$ cat src/rtl/wb_trace_buffer.sv
// wb_trace_buffer
//
// Captures architecturally visible register writes from the CPU write-back
// debug port into a first-word-fall-through FIFO and drains them over a
// valid/ready trace port. Never back-pressures the CPU: when the FIFO is
// full, new records are dropped and counted.
//
// Optional feature: define TRACE_TIMESTAMP_EN to add a 32-bit free-running
// cycle counter. Each record is then stamped with its capture cycle, and the
// stamp is presented on trace_ts.
//
// Ports:
//   clk, resetn            clock, synchronous active-low reset
//   wb_pc/wb_rf_wen/       write-back debug port, sampled every cycle
//   wb_rf_wnum/wb_rf_wdata
//   trace_valid/ready      head-record handshake (trace_valid == !empty)
//   trace_pc/wen/wnum/     head-record fields (0 while empty)
//   trace_wdata
//   trace_ts               head-record timestamp (TRACE_TIMESTAMP_EN only)
//   count/full/empty       FIFO occupancy
//   overflow               sticky drop flag
//   drop_cnt               saturating dropped-record counter
//   clr_ovf                clears overflow and drop_cnt

module wb_trace_buffer #(
    parameter int DEPTH = 16,
    parameter int CNT_W = 16
) (
    input  logic                     clk,
    input  logic                     resetn,
    input  logic [31:0]              wb_pc,
    input  logic [3:0]               wb_rf_wen,
    input  logic [4:0]               wb_rf_wnum,
    input  logic [31:0]              wb_rf_wdata,
    output logic                     trace_valid,
    input  logic                     trace_ready,
    output logic [31:0]              trace_pc,
    output logic [3:0]               trace_wen,
    output logic [4:0]               trace_wnum,
    output logic [31:0]              trace_wdata,
`ifdef TRACE_TIMESTAMP_EN
    output logic [31:0]              trace_ts,
`endif
    output logic [$clog2(DEPTH):0]   count,
    output logic                     full,
    output logic                     empty,
    output logic                     overflow,
    output logic [CNT_W-1:0]         drop_cnt,
    input  logic                     clr_ovf
);

    localparam int AW = $clog2(DEPTH);
    localparam int CW = AW + 1;

    // Record layout: {[ts], wnum, wen, pc, wdata}
`ifdef TRACE_TIMESTAMP_EN
    localparam int REC_W = 105;
`else
    localparam int REC_W = 73;
`endif

    logic [REC_W-1:0] r_mem [DEPTH];
    logic [AW-1:0]    r_wr_ptr;
    logic [AW-1:0]    r_rd_ptr;
    logic [CW-1:0]    r_count;
    logic             r_overflow;
    logic [CNT_W-1:0] r_drop_cnt;

    logic             w_push_req;
    logic             w_pop;
    logic             w_full;
    logic             w_empty;
    logic             w_push;
    logic             w_drop;
    logic [REC_W-1:0] w_rec;
    logic [REC_W-1:0] w_head;

`ifdef TRACE_TIMESTAMP_EN
    logic [31:0]      r_ts;

    always_ff @(posedge clk) begin
        if (!resetn) begin
            r_ts <= '0;
        end else begin
            r_ts <= r_ts + 32'd1;
        end
    end

    assign w_rec = {r_ts, wb_rf_wnum, wb_rf_wen, wb_pc, wb_rf_wdata};
`else
    assign w_rec = {wb_rf_wnum, wb_rf_wen, wb_pc, wb_rf_wdata};
`endif

    assign w_full     = (r_count == CW'(DEPTH));
    assign w_empty    = (r_count == '0);
    assign w_push_req = (wb_rf_wen != 4'd0) && (wb_rf_wnum != 5'd0);
    assign w_pop      = !w_empty && trace_ready;
    // A pop in the same cycle frees the slot, so a full FIFO still accepts.
    assign w_push     = w_push_req && (!w_full || w_pop);
    assign w_drop     = w_push_req && w_full && !w_pop;

    // Storage is deliberately not reset; outputs are masked while empty.
    always_ff @(posedge clk) begin
        if (resetn && w_push) begin
            r_mem[r_wr_ptr] <= w_rec;
        end
    end

    always_ff @(posedge clk) begin
        if (!resetn) begin
            r_wr_ptr <= '0;
            r_rd_ptr <= '0;
            r_count  <= '0;
        end else begin
            // DEPTH is a power of two, so pointer overflow is the wrap.
            if (w_push) begin
                r_wr_ptr <= r_wr_ptr + AW'(1);
            end
            if (w_pop) begin
                r_rd_ptr <= r_rd_ptr + AW'(1);
            end
            if (w_push && !w_pop) begin
                r_count <= r_count + CW'(1);
            end else if (w_pop && !w_push) begin
                r_count <= r_count - CW'(1);
            end
        end
    end

    // A drop coinciding with clr_ovf wins: the flag stays set and the
    // counter restarts at one so that drop is not lost.
    always_ff @(posedge clk) begin
        if (!resetn) begin
            r_overflow <= 1'b0;
            r_drop_cnt <= '0;
        end else if (clr_ovf) begin
            r_overflow <= w_drop;
            r_drop_cnt <= w_drop ? CNT_W'(1) : '0;
        end else if (w_drop) begin
            r_overflow <= 1'b1;
            if (r_drop_cnt != {CNT_W{1'b1}}) begin
                r_drop_cnt <= r_drop_cnt + CNT_W'(1);
            end
        end
    end

    assign w_head = r_mem[r_rd_ptr];

    always_comb begin
        trace_pc    = '0;
        trace_wen   = '0;
        trace_wnum  = '0;
        trace_wdata = '0;
`ifdef TRACE_TIMESTAMP_EN
        trace_ts    = '0;
`endif
        if (!w_empty) begin
            trace_wdata = w_head[31:0];
            trace_pc    = w_head[63:32];
            trace_wen   = w_head[67:64];
            trace_wnum  = w_head[72:68];
`ifdef TRACE_TIMESTAMP_EN
            trace_ts    = w_head[104:73];
`endif
        end
    end

    assign trace_valid = !w_empty;
    assign count       = r_count;
    assign full        = w_full;
    assign empty       = w_empty;
    assign overflow    = r_overflow;
    assign drop_cnt    = r_drop_cnt;

endmodule

$ cat config.mk
export PLATFORM = sky130hd
export DESIGN_NAME = wb_trace_buffer
export DESIGN_NICKNAME = d
export VERILOG_FILES = /design/src/rtl/wb_trace_buffer.sv
export SDC_FILE = /design/constraint.sdc
export NUM_CORES = 1
export LEC_CHECK = 0
export BUFFER_PORTS_ARGS = -buffer_cell sky130_fd_sc_hd__buf_4
export CORE_MARGIN = 1.5
export CORE_UTILIZATION = 50
export CTS_BUF_LIST = sky130_fd_sc_hd__clkbuf_4 sky130_fd_sc_hd__clkbuf_8
export CTS_CLUSTER_DIAMETER = 50
export CTS_CLUSTER_SIZE = 14
export DETAILED_ROUTE_END_ITERATION = 8
export GPL_ROUTABILITY_DRIVEN = 0
export PLACE_DENSITY = 0.79
export SYNTH_ARGS = -nofsm -noshare
export SYNTH_HDL_FRONTEND = slang
export SYNTH_SLANG_ARGS = --single-unit
$ cat constraint.sdc
create_clock -name clk -period 17.4 [get_ports clk]
set_input_delay 3.48 -clock clk [delete_from_list [all_inputs] [get_ports clk]]
set_output_delay 3.48 -clock clk [all_outputs]
set_load 0.01 [all_outputs]
### After elaboration in Yosys (flattened, before gate mapping)

Memories as Yosys holds them, arrays and structs flattened. A register that Yosys moved wholly into a read port is not among the register bits.
Index checks and enable logic that the tools add are counted.

| word-level totals | value |
|---|---|
| output and inout port bits | 98 |
| memories | 1 |
| register bits after elaboration | 30 |
| word-level logic and storage cells | 49 |
| input port bits | 77 |
| bits in writable memories | 1168 |

Memory list:

| memory | words | bits a word | read ports | clocked after memory_dff | wr ports | RTL line | RTL |
|---|---|---|---|---|---|---|---|
| r_mem | 16 | 73 | 1 | 1 | 1 | 62 | `logic [REC_W-1:0] r_mem [DEPTH];` |

| operators by class | value |
|---|---|
| reductions and logical operators | 20 |
| multiplexer cells | 16 |
| add/sub/neg operators | 5 |
| eq/ne operators | 2 |

Operators with widths:

| cell | count |
|---|---|
| $mux 32 | 2 |
| $mux 16 | 3 |
| $add 16x1->16 const B | 1 |
| $ne 16x16->1 const B | 1 |
| $mux 5 | 3 |
| $mux 4 | 3 |
| $add 4x1->4 const B | 2 |
| $logic_and 1x1->1 | 8 |
| $reduce_bool 2->1 | 3 |
| $add 5x1->5 const B | 1 |
| $eq 5x5->1 const B | 1 |
| $logic_not 5->1 | 1 |
| $mux 1 | 5 |
| $reduce_bool 5->1 | 1 |
| $sub 5x1->5 const B | 1 |
| $logic_not 1->1 | 4 |
| $reduce_bool 4->1 | 1 |
| $reduce_and 2->1 | 1 |
| $logic_or 1x1->1 | 1 |

### Logic depth before layout (Yosys ltp)

Gate-level depths: netlist of the first run.

| logic depth | value |
|---|---|
| depth in word-level cells | 9 |
| depth in mapped cells | 11 |
| depth with buffers taken out | 10 |

### Least setup slack after synthesis of the first run

No wires, ideal clock.

| path | value |
|---|---|
| path kind | in2reg |
| start point | input trace_ready |
| end point | memory r_mem[3][0] (enable) |
| arrival time | 9358 ps |
| required time | 16806 ps |
| stages | 6 |
| path buffers | 2 |
| setup slack | 7449 ps |
| library setup time | 594 ps |
| path through | nand2b_1 > or2_1 > clkbuf_1 > clkbuf_1 > nand3_1 > nor3_1 |

| between the ends | value |
|---|---|
| word-level cells in the longest chain between the ends | 6 |

Ends and longest elaborated chain:

| element | RTL line | RTL |
|---|---|---|
| start: declaration | 36 | `input logic trace_ready,` |
| $logic_and 1x1->1 | 97 | `assign w_pop = !w_empty && trace_ready;` |
| $logic_or 1x1->1 | 99 | `assign w_push = w_push_req && (!w_full \|\| w_pop);` |
| $logic_and 1x1->1 | 99 |  |
| $logic_and 1x1->1 | 104 | `if (resetn && w_push) begin` |
| $mux 1 | 104 |  |
| $mux 1 (not written as such) | 105 | `r_mem[r_wr_ptr] <= w_rec;` |
| end: declaration | 62 |  |

Every way passes these cells.

==> results by group, run 1 <==
STA
  • Setup TNS: 0 ns
  • Unrepaired setup endpoints after global routing: false
  • Final slew viol count: 0
  • Setup violators final: 0
  • Setup Skew: 0.0328 ns
  • Rel. slew slack: 23.9%
  • Fin. Hold Viols: 0
  • F_max: 121 MHz
  • Fin crit share: 47.6%
  • Hold Slack: 0.500 ns
  • Slew @ Worst Pin: 1.14 ns
  • Tmin final: 8.29 ns

Floorplanning
  • Die ar.: 93800 sq um
  • Initial core utilization: 50.3%
  • Core area: 91400 sq um
  • IO Count: 175
  • Die height: 306 microns
  • # rows: 111
  • Die width: 306 microns

Yosys
  • Post-synth EDFFs: 1168
  • Synth cell types: 46
  • Area contributors post-synth: edfxtp_1 (76%), mux4_2 (14%), mux2i_1 (3.5%), dfxtp_1 (1.5%), o22ai_1 (0.99%)
  • Top_reg_cell synth: edfxtp_1
  • Register area share after synthesis: 77.8%
  • Synth Area in Adders: 0.316%
  • Share of flip-flops with an asynchronous set or reset: 0%
  • XOR/XNOR Fraction of Synth Area: 0.0953%
  • Area leader, netlist: edfxtp_1
  • List of most frequent post-synthesis cells: edfxtp_1 (1168), mux4_2 (292), mux2i_1 (161)
  • Netlist Area Pre-Place: 46000 sq um
  • Multiplexer area fraction after synthesis: 17.8%
  • Most frequent cell after synthesis: edfxtp_1
  • Top-area cell type share of the netlist area: 76.3%
  • Largest family of logic cells by synthesized area: multiplexers
  • Complex-gate fraction of the synthesized area: 1.51%
  • Syn. warnings: 0
  • Syn Nets: 2110
  • Syn Inst Count: 2022
  • Yosys reg bits: 1202
  • Avg Synthesized Cell Area: 22.7 sq um
  • Synth Area in Simple Gates: 1.39%

Layout
  • Area Overhead vs Synth: 11.0%
  • Final net count: 2329
  • Layout cell share with drive strength beyond 1: 30.5%
  • FILL cells: 6582

Pwr
  • Clock power share: 25.8%
  • Worst vdd ir: 96.4 uV
  • Power share of the combinational group: 23.4%
  • P_int: 4770 uW
  • Final Power: 6560 uW
  • Leakage: 0.0154 uW
  • NetSw: 1790 uW
  • Reg power frac: 50.8%
  • Pwr/cell area: 129 nW/um^2
  • Switching share of power: 27.3%

Clocking
  • CTS buffer count: 111
  • CTS tree: done
  • Clock Latency Late Sink: 0.75 ns
  • CTS clk-pin slew, worst paths: 0.09 ns
  • Post_cts resized: 0
  • Sinks on Clock Net: 1202
  • Clock Path Buffers: 3
  • CTS Hold Buffers Added: 0
  • Post-CTS Setup Repair Bufs: 0
  • CTS root buffer: clkbuf_8
  • H-Tree Depth: 3

Critical path
  • Max FO, Critical Path: 115
  • Setup CP Type: reg -> out
  • Crit-path most repeated cell: buf_4
  • Critical path buffer and inverter count: 3
  • Worst-path cell chain: buf_12 > buf_4 > mux4_2 > mux2i_1 > o22ai_1 > buf_4
  • Crit path arrival time: 4.81 ns
  • Max incr delay on CP: 0.98 ns
  • Crit-path leading delay family: buffers and inverters
  • Critical Path Start Type: register
  • CP required: 13.92 ns
  • Slowest CP cell: dfxtp_4
  • Nature of the critical path endpoint: primary output

Routing
  • Average wire per standard cell: 28.4 microns
  • Vias per cell: 6.14
  • Drt pass-1 iters: 5
  • DRC Markers: 0
  • Routed Antenna Nets: 0
  • Routed WL: 99.3 mm
  • Drt initial violations: 2384
  • Via total after detailed routing: 21449

Run
  • Max Cap Viol: 0

Min path
  • Worst Hold Class: reg -> reg

Global route
  • Pin count of the biggest net entering global routing: 169
  • Initial antenna violation count: 13
  • Tot GR Track Use: 21.2%
  • First-pass GRT wire length: 145 mm
  • Vias in the first global route: 22419
  • Grt ovf: 0

Place
  • Detailed placement HPWL: 51.0 mm
  • Port bufs: 174

Run status
  • Status: finished, final reports clean
cells by family after synthesis:
logic type | Yosys count
DFF | 1202
muxes | 453
buffers and inverters | 122
and+or+nand+nor | 121
AOI/OAI and AO/OA | 108
adders and majority gates | 11
xor gates and xnor gates | 5
registers in the layout (all words and copies together), names as in the netlist, named ones only:
register and cells:
r_mem 1168, drop_cnt 16, count 5, r_rd_ptr 4, r_wr_ptr 4, overflow 1
through the flow:
| step | cells | setup slack [ns] | cell area (sq um) | util, % |
|---|---|---|---|---|
| final | 3495 | 9.11 | 51000 | 55.8 |
| after global routing | 3493 | 8.65 | 51000 | 55.8 |
| after CTS | 3491 | 8.87 | 51000 | 55.8 |
| after detailed placement | 3314 | 9.69 | 48800 | 53.4 |
| after global placement | 3314 | 9.75 | 48800 | 53.4 |
| after floorplan | 2022 | 7.45 | 46000 | - |
power by group through the flow:
stage	Clock (uW)	Sequential [uW]	Combinational, uW
floorplan	0	3360	1050
global placement	0	3390	1540
detailed placement	0	3400	1570
CTS	1730	3330	1570
global route	1830	3340	1640
finish	1690	3330	1540
worst paths after layout:
| check | start | endpoint | slack, ns | depth (start not counted) |
|---|---|---|---|---|
| worst min-delay path | drop_cnt[8] | drop_cnt[8] | 0.50 | 2 |
| worst max register to register | count[0] | r_mem[0][40] | 13.59 | 6 |
| worst min register to register | drop_cnt[8] | drop_cnt[8] | 0.50 | 2 |
| worst max-delay path | register | trace_wen[3] | 9.11 | 6 |
cell type report:
| type | instances | area, sq um | area share (%) |
|---|---|---|---|
| Clock inverter | 50 | 557 | 1.09 |
| Inverter | 8 | 30.0 | 0.0589 |
| Tap cell | 1186 | 1480 | 2.91 |
| Timing Repair Buffer | 220 | 1680 | 3.29 |
| Multi-Input combinational cell | 698 | 9840 | 19.3 |
| Antenna cell | 4 | 10.0 | 0.0196 |
| Sequential cell | 1202 | 35800 | 70.1 |
| Clock buffer | 127 | 1650 | 3.23 |
worst register-to-register path: stages (launching register included):
cell,delay (ns)
dfxtp_1,0.48
or4_4,0.25
or2_1,0.53
nand3_1,0.47
nor3_2,0.22
buf_4,0.53
buf_4,0.92
metal layers:
metal	track usage, %	up-vias	wire (microns)
li1	-	8983	-
met1	27.6	11455	38200
met2	36.7	834	51700
met3	4.18	157	7050
met4	5.83	20	2200
met5	0	-	129
cells in the final DEF, fill, tap and decap left out, drive strengths merged, types with 2 or more instances in the layout:
cell type and count:
clkinv 29, o22ai 73, o31ai 3, inv 17
nor4 9, ha 10, o21a 4, or4 4
mux2i 161, a21o 2, nand2 21, nand3 14
edfxtp 1168, nor2 28, o21ai 6, o41ai 4
nor3 7, and3 3, or2 3, clkbuf 127
nand2b 14, mux4 292, diode 4, xor2 4
and4 5, clkinvlp 5, nand4 7, a21oi 8
dfxtp 34, nand3b 2, o311ai 2, buf 220
bufinv 7
(Power assumes the default switching activity.)
==> inputs of run 2 (changes only) <==
==> constraint.sdc (replaced) <==
create_clock -name clk -period 8.6 [get_ports clk]
set_input_delay 1.72 -clock clk [delete_from_list [all_inputs] [get_ports clk]]
set_output_delay 1.72 -clock clk [all_outputs]
set_load 0.01 [all_outputs]
==> results by group, run 2 (same netlist as run 1, synthesis figures left out) <==
Run status
  • Status: finished, final reports clean

Floorplanning
  • Core area: 91400 sq um
  • # rows: 111
  • Die height: 306 microns
  • Die ar.: 93800 sq um
  • Die width: 306 microns
  • IO Count: 175
  • Initial core utilization: 50.3%

Global route
  • Initial antenna violation count: 10
  • Pin count of the biggest net entering global routing: 118
  • Vias in the first global route: 22054
  • First-pass GRT wire length: 145 mm
  • Tot GR Track Use: 21.0%
  • Grt ovf: 0

Clocking
  • CTS clk-pin slew, worst paths: 0.08 ns
  • CTS tree: done
  • CTS buffer count: 106
  • Clock Latency Late Sink: 0.74 ns
  • Post-CTS Setup Repair Bufs: 0
  • Sinks on Clock Net: 1202
  • Clock Path Buffers: 3
  • CTS root buffer: clkbuf_8
  • H-Tree Depth: 3
  • Post_cts resized: 0
  • CTS Hold Buffers Added: 0

Layout
  • Layout cell share with drive strength beyond 1: 29.6%
  • Area Overhead vs Synth: 10.0%
  • Final net count: 2312
  • Area of the multi-input gates: 9840 sq um
  • Register area: 35800 sq um
  • Commonest non-fill, non-tap cell in the layout: edfxtp_1
  • Final design area excluding fillers: 50600 sq um
  • Commonest cells after routing, fill and taps aside: edfxtp_1 (1168), mux4_2 (292), buf_4 (204), mux2i_1 (161), clkbuf_8 (107)
  • Fin util: 55.4%
  • FILL cells: 6529
  • Reg with most FFs: r_mem
  • Max reg flops: 1168

STA
  • Fin crit share: 63.3%
  • Fin. Hold Viols: 0
  • Setup violators final: 0
  • Final worst-path setup slack: 3.15 ns
  • F_max: 184 MHz
  • Unrepaired setup endpoints after global routing: false
  • Setup Skew: 0.0274 ns
  • Setup TNS: 0 ns
  • Slew @ Worst Pin: 1.09 ns
  • Tmin final: 5.45 ns
  • Rel. slew slack: 27.0%
  • Final slew viol count: 0

Routing
  • Via total after detailed routing: 21473
  • DRC Markers: 0
  • Routed Antenna Nets: 0
  • Average wire per standard cell: 28.3 microns
  • Drt initial violations: 2394
  • Routed WL: 98.0 mm
  • Vias per cell: 6.20
  • Drt pass-1 iters: 5

Pwr
  • Worst vdd ir: 218 uV
  • Pwr/cell area: 257 nW/um^2
  • Leakage: 0.0152 uW
  • Final Power: 13000 uW

Critical path
  • Setup CP Type: reg -> out
  • Nature of the critical path endpoint: primary output
  • CP required: 6.88 ns
  • R2R depth: 5
  • Critical Path Start Type: register
  • CP startpoint: count[0]
  • Reg2reg setup slack: 4.75 ns
  • Crit path arrival time: 3.73 ns
  • Max FO, Critical Path: 46
  • FF-to-FF Start: count[1]

Min path
  • Worst Hold Class: reg -> reg
  • Hold wc startpoint: drop_cnt[8]
  • Hold path depth: 2

Place
  • Detailed placement HPWL: 54.9 mm
  • DP Area: 48700 sq um
  • Dpl ws: 3.51 ns
  • Port bufs: 174

Run
  • Max Cap Viol: 0
[run 2: cell types whose count changed in the layout (fill, tap and decap cells not counted), sizes merged, moves of 5 or more]
cell	previous run	this run
buf	220	208
clkinv	29	20
clkbuf	127	119
bufinv	7	2
[run 2: final timing paths]
kind / endpoint
worst max register to register: r_mem[10][54]
worst max-delay path: trace_wdata[10]
worst min register to register: drop_cnt[8]
worst min-delay path: drop_cnt[8]
[run 2: metrics by stage]
stage          instances  hold slack (ns)
6_report            3462            0.522
5_1_grt             3461            0.555
4_1_cts             3457            0.523
3_5_place_dp        3302            0.503
3_3_place_gp        3302            0.473
2_1_floorplan       2022            0.482
[run 2: critical path, cell delays in order, from the launching register on]
cell,delay [ns]
dfxtp_1,0.38
or4_4,0.63
nor2_1,0.22
or2_4,0.47
buf_4,0.68
o22ai_1,0.35
buf_4,0.25
[run 2: cell type report]
cell class | count | area share [%]
Sequential cell | 1202 | 70.7
Multi-Input combinational cell | 698 | 19.5
Antenna cell | 5 | 0.0247
Timing Repair Buffer | 208 | 3.19
Tap cell | 1186 | 2.93
Clock buffer | 119 | 3.09
Inverter | 8 | 0.0594
Clock inverter | 36 | 0.549
[run 2: power breakdown]
group / internal [uW] / switching, uW / leakage [uW]
combinational: 1530 / 1680 / 0.00340
clock: 1280 / 1810 / 0.000957
sequential: 6600 / 106 / 0.0108
[run 2: per-layer routing]
metal / vias to the layer above / global-route usage, % / wire length [microns]
met1: 11501 / 28.8 / 39300
met4: 10 / 5.32 / 1930
met2: 895 / 35.0 / 49800
li1: 8926 / - / -
met3: 141 / 3.83 / 6950
met5: - / 0 / 54
